[src/rtl/quotient_multiplier_if.sv]
// Handshake bundle for quotient_multiplier: request side (Q, B) and response side (rounded dividend, residue, overflow).
interface quotient_multiplier_if #(
  parameter int ARG_BIT_WIDTH = 32,
  parameter int FRAC_BITS     = 32
);
  localparam int QW = ARG_BIT_WIDTH + FRAC_BITS;

  logic                     in_valid;
  logic                     in_ready;
  logic [QW-1:0]            Q;
  logic [ARG_BIT_WIDTH-1:0] B;
  logic                     out_valid;
  logic                     out_ready;
  logic [ARG_BIT_WIDTH-1:0] dividend_out;
  logic [FRAC_BITS-1:0]     frac_out;
  logic                     ovf;

  modport master (
    output in_valid, Q, B, out_ready,
    input  in_ready, out_valid, dividend_out, frac_out, ovf
  );

  modport slave (
    input  in_valid, Q, B, out_ready,
    output in_ready, out_valid, dividend_out, frac_out, ovf
  );
endinterface

[src/rtl/quotient_multiplier.sv]
// Shift-add multiplier rebuilding dividend = Q x B; result ARG_BIT_WIDTH cycles after acceptance.
// One pair in flight: in_ready low until the result is taken; result held while out_ready is low.
module quotient_multiplier #(
  parameter int ARG_BIT_WIDTH = 32,
  parameter int FRAC_BITS     = 32
) (
  input  logic                 clk,
  input  logic                 rst_n,
  quotient_multiplier_if.slave bus
);
  localparam int PW = 2 * ARG_BIT_WIDTH + FRAC_BITS;
  localparam int CW = $clog2(ARG_BIT_WIDTH + 1);
  localparam int IW = FRAC_BITS + ARG_BIT_WIDTH;

  typedef enum logic [1:0] {IDLE, BUSY, DONE} state_t;

  state_t                   state_q, state_d;
  logic [PW-1:0]            mcand_q, mcand_d;
  logic [PW-1:0]            acc_q, acc_d;
  logic [ARG_BIT_WIDTH-1:0] mplier_q, mplier_d;
  logic [CW-1:0]            count_q, count_d;

  always_ff @(posedge clk or negedge rst_n) begin
    if (!rst_n) begin
      state_q  <= IDLE;
      mcand_q  <= '0;
      acc_q    <= '0;
      mplier_q <= '0;
      count_q  <= '0;
    end else begin
      state_q  <= state_d;
      mcand_q  <= mcand_d;
      acc_q    <= acc_d;
      mplier_q <= mplier_d;
      count_q  <= count_d;
    end
  end

  always_comb begin
    state_d  = state_q;
    mcand_d  = mcand_q;
    acc_d    = acc_q;
    mplier_d = mplier_q;
    count_d  = count_q;
    case (state_q)
      IDLE: begin
        if (bus.in_valid) begin
          mcand_d  = {{ARG_BIT_WIDTH{1'b0}}, bus.Q};
          mplier_d = bus.B;
          acc_d    = '0;
          count_d  = '0;
          state_d  = BUSY;
        end
      end
      BUSY: begin
        // Fixed iteration count keeps latency independent of B.
        if (mplier_q[0]) acc_d = acc_q + mcand_q;
        mcand_d  = mcand_q << 1;
        mplier_d = mplier_q >> 1;
        count_d  = count_q + 1'b1;
        if (count_q == CW'(ARG_BIT_WIDTH - 1)) state_d = DONE;
      end
      DONE: begin
        if (bus.out_ready) state_d = IDLE;
      end
      default: state_d = IDLE;
    endcase
  end

  logic [ARG_BIT_WIDTH-1:0] ipart;
  logic                     rnd;
  logic                     ovf_w;

  assign ipart = acc_q[IW-1:FRAC_BITS];
  assign rnd   = acc_q[FRAC_BITS-1];
  // Rounding up an all-ones integer part would wrap, so it counts as overflow too.
  assign ovf_w = (|acc_q[PW-1:IW]) || ((&ipart) && rnd);

  assign bus.in_ready     = (state_q == IDLE);
  assign bus.out_valid    = (state_q == DONE);
  assign bus.ovf          = ovf_w;
  assign bus.dividend_out = ovf_w ? {ARG_BIT_WIDTH{1'b1}}
                                  : ipart + {{(ARG_BIT_WIDTH-1){1'b0}}, rnd};
  assign bus.frac_out     = acc_q[FRAC_BITS-1:0];
endmodule

[src/flat_wrapper.sv]
// flat-port wrapper written by rule: the top's interface ports become plain ports
module quotient_multiplier_flat 
#(
  parameter int ARG_BIT_WIDTH = 32,
  parameter int FRAC_BITS     = 32
)
  (clk, rst_n, bus_in_valid, bus_Q, bus_B, bus_out_ready, bus_in_ready, bus_out_valid, bus_dividend_out, bus_frac_out, bus_ovf);
  quotient_multiplier_if #(.ARG_BIT_WIDTH(ARG_BIT_WIDTH), .FRAC_BITS(FRAC_BITS)) bus_i ();
  input  logic clk;
  input  logic rst_n;
  input wire logic [$bits(bus_i.in_valid)-1:0] bus_in_valid;
  input wire logic [$bits(bus_i.Q)-1:0] bus_Q;
  input wire logic [$bits(bus_i.B)-1:0] bus_B;
  input wire logic [$bits(bus_i.out_ready)-1:0] bus_out_ready;
  output wire logic [$bits(bus_i.in_ready)-1:0] bus_in_ready;
  output wire logic [$bits(bus_i.out_valid)-1:0] bus_out_valid;
  output wire logic [$bits(bus_i.dividend_out)-1:0] bus_dividend_out;
  output wire logic [$bits(bus_i.frac_out)-1:0] bus_frac_out;
  output wire logic [$bits(bus_i.ovf)-1:0] bus_ovf;
  assign bus_i.in_valid = bus_in_valid;
  assign bus_i.Q = bus_Q;
  assign bus_i.B = bus_B;
  assign bus_i.out_ready = bus_out_ready;
  assign bus_in_ready = bus_i.in_ready;
  assign bus_out_valid = bus_i.out_valid;
  assign bus_dividend_out = bus_i.dividend_out;
  assign bus_frac_out = bus_i.frac_out;
  assign bus_ovf = bus_i.ovf;
  quotient_multiplier #(.ARG_BIT_WIDTH(ARG_BIT_WIDTH), .FRAC_BITS(FRAC_BITS)) u_core (.clk(clk), .rst_n(rst_n), .bus(bus_i));
endmodule
[config.mk]
export PLATFORM = sky130hd
export DESIGN_NAME = quotient_multiplier_flat
export DESIGN_NICKNAME = d
export VERILOG_FILES = /design/src/rtl/quotient_multiplier_if.sv /design/src/rtl/quotient_multiplier.sv /design/src/flat_wrapper.sv
export SDC_FILE = /design/constraint.sdc
export NUM_CORES = 1
export LEC_CHECK = 0
export CORE_UTILIZATION = 60
export CTS_BUF_LIST = sky130_fd_sc_hd__clkbuf_8
export DETAILED_ROUTE_END_ITERATION = 8
export MAX_ROUTING_LAYER = met4
export PLACE_DENSITY = 0.92
export SETUP_SLACK_MARGIN = 0.3
export SYNTH_ARGS = -nofsm -noshare
export SYNTH_HDL_FRONTEND = slang
export SYNTH_SLANG_ARGS = --single-unit
[constraint.sdc]
create_clock -name clk -period 4.5 [get_ports clk]
set_clock_uncertainty 0.2 [all_clocks]
set_input_delay 0.9 -clock clk [delete_from_list [all_inputs] [get_ports clk]]
set_output_delay 0.9 -clock clk [all_outputs]
set_load 0.02 [all_outputs]
==> impl_metrics.yaml <==
status:
  status: "finished, violations left"
  violations: "design-rule violations"
placement:
  io_buffers: 166
  place_inst: 2366
  place_congestion: 0.968
  dp_hpwl_mm: 33.5
setup_path:
  required_ns: 3.40
  crit_type: "reg2out"
  r2r_end: "u_core.acc_q[92]"
  arrival_ns: 3.10
  cp-start-kind: "flip-flop"
  rr_startpoint: "u_core.mcand_q[0]"
  worst-path-max-fanout: 5
  crit_end: "bus_dividend_out[28]"
  rrSetupSlack_ns: 0.47
  end_kind: "output pin"
  ff2ff_path_depth: 13
  crit_start: "u_core.acc_q[32]"
logic_synthesis:
  ys_types: 82
  synth_area_leader_cell: "dfrtp_1"
  synth_seq_area_share_pct: 35.7
  yosysTopAreaCellShare_pct: 35.7
  synth_seq_cells: 232
  yosysMostFrequentCell: "nand2_1"
  synth_nets: 2204
  synth_flop_cell: "dfrtp_1"
  avgSynthCellArea_sq_um: 8.11
  syn_inst: 2005
  syn-cell-area_sq_um: 16300
  async_reset_ff_share_pct: 100
  ys.warnings.count: 0
  synth_edf_count: 0
  synth_commonest_cells: "375 x nand2_1, 246 x o21ai_0, 232 x dfrtp_1"
  ys_top_cells_by_area: "dfrtp_1 36%, nand2_1 8.7%, o21ai_0 7.6%, ha_1 7.5%, a21oi_1 5.0%"
pwr:
  ir_worst_vdd_v: 0.000495
  p_comb_share_pct: 54.7
  pwr-share-clk_pct: 16.4
  netSwitchingFraction_pct: 47.2
  power_leakage_nw: 8.27
  intPower_mw: 7.19
  netSwitchingPower_mw: 6.42
  powerDensity_nw_per_um2: 720
  seq_power_share_pct: 28.9
cells_and_area:
  fin_nets: 2277
  drive_gt1_share_pct: 6.69
  final_util_pct: 71.7
  antenna_cells: 0
  instances_no_fill: 2444
  areaGrowthSynthToFinish_pct: 16.3
  fill_cells: 2049
routing:
  final_antenna_net_count: 0
  wl_per_cell_um: 19.3
  vias_per_cell: 6.40
  drt-total-wl_mm: 47.2
  dr.pass1.iters: 9
  drtIter0Drc: 1412
  route.detailed.drc: 10
  routed-via-count: 15600
clocking:
  numClockSinks: 232
  path_clk_slew_ns: 0.06
  htreeDepth: 2
  root_buffer: "clkbuf_8"
  clk_latency_ns: 0.57
  cts_tree: "done"
  cts_max_path_buffers: 3
  cts_buffers: 41
timing:
  rsz0062_at_grt: "true"
  setup_viol: 0
  maxSlewViolCount: 0
  fmax_mhz: 238
  report.final.hold_viol_count: 0
  setup_tns_ns: 0
  max_slew_margin_pct: 38.1
  fin_crit_sh_pct: 93.4
  hold_ws_ns: 0.156
  tightest_slew_ns: 0.929
  min_period_ns: 4.20
worst_hold_path:
  hold_class: "in2async"
floorplan:
  ios: 167
  die_w_um: 167
  rows: 59
  die_h_um: 167
  die-area_sq_um: 27800
  start_util_pct: 61.7
  coreArea_sq_um: 26400
grt:
  grt_pass1_wl_mm: 77.0
  antenna_found_initial: 0
  grt_max_degree: 112
  grt_pass1_vias: 15300
  gr-total-overflow: 0
  grtUsageTotal_pct: 34.8
flow_run:
  maxCapViolations: 0
## sequential cells by signal, indices dropped and copies added, names as in the netlist
name and flops:
u_core.mcand_q 96, u_core.mplier_q 32, u_core.acc_q 96, u_core.count_q 6
u_core.state_q 2
## power groups by stage
stage / combinational (mW) / clock, mW / sequential (mW)
5_1_grt: 8.22 / 2.33 / 4.03
2_1_floorplan: 5.66 / 0 / 3.56
3_3_place_gp: 7.05 / 0 / 3.85
3_5_place_dp: 7.23 / 0 / 3.92
4_1_cts: 7.30 / 2.25 / 3.90
6_report: 7.45 / 2.23 / 3.94
## worst max-delay path, stage by stage, from the launching register on
cell             delay [ns]
dfrtp_1                0.39
ha_2                   0.21
ha_2                   0.21
nand3_2                0.14
nor2_4                 0.19
nand3_4                0.13
nor3_4                 0.19
and2_4                 0.19
nand4_1                0.12
or2_2                  0.31
xor2_1                 0.14
nand2_1                0.07
clkdlybuf4s15_2        0.25
## layout make-up
cell class / instances / area (sq um) / share of cell area [%]
Clock inverter: 21 / 204 / 1.08
Sequential cell: 232 / 5810 / 30.7
Multi-Input combinational cell: 1581 / 9700 / 51.3
Tap cell: 335 / 419 / 2.22
Inverter: 32 / 120 / 0.635
Timing Repair Buffer: 190 / 1920 / 10.1
Clock buffer: 53 / 729 / 3.86
## cells in the final DEF (no fill, tap or decap), drive strengths merged, types with 11 or more instances in the layout
master           n
xor2            52
nand2          376
nor3            14
o21a            18
o21ai          290
o21bai          22
nand2b          13
a31oi           11
dfrtp          232
dlymetal6s2s    17
nor2            80
and3b           31
clkdlybuf4s50  142
nor4            12
buf             26
a21oi          165
nand3           38
nor2b           11
clkbuf          53
nand4           51
a21o            48
xnor2           57
and3            13
a22oi           63
ha              98
inv             45
## logic make-up after synthesis
family,Yosys count,synth area share [%]
flops,232,35.7
simple gates,674,19.2
xor+xnor,109,5.87
mux,2,0.131
compound gates,697,26.1
buf+inv,192,5.29
fa+ha+maj,99,7.67
## metal layers
layer  GRT usage [%]  up-vias  routed length [um]
met2            57.3      698               22300
met3            5.28      136                3500
met5               -        -                   0
met4            12.4        0                1670
li1                -     7303                   -
met1            43.5     7500               19700
## stage by stage
| stage | cell area (sq um) | worst slack, ns | power (mW) |
|---|---|---|---|
| finish | 18900 | 0.298 | 13.6 |
| global route | 18900 | 0.137 | 14.6 |
| CTS | 18800 | 0.207 | 13.4 |
| detailed placement | 17800 | 0.228 | 11.2 |
| global placement | 17800 | 0.305 | 10.9 |
| floorplan | 16300 | 0.880 | 9.22 |
## worst min-delay path by stage
stage | slack [ns] | cells past startpoint | endpoint | start
after global placement | 0.26 | 2 | u_core.mplier_q[11] | u_core.mplier_q[11]
final | 0.16 | 1 | u_core.mcand_q[37] | rst_n
after global routing | 0.26 | 1 | u_core.mcand_q[37] | rst_n
after floorplan | 0.25 | 2 | u_core.mplier_q[10] | u_core.mplier_q[10]
after detailed placement | 0.28 | 2 | u_core.mplier_q[26] | u_core.mplier_q[26]
after CTS | 0.22 | 1 | u_core.mcand_q[36] | rst_n
## repair_timing
item                                    in CTS  in global routing
hold endpoints to repair                     0                  0
hold buffers                                 0                  0
endpoints found under the setup margin      15                 29
resized for setup                           20                 25
pin swaps                                    2                  3
setup buffers                                1                  3
gates cloned                                 0                  0
No activity file was read; power rests on OpenSTA's default activity.
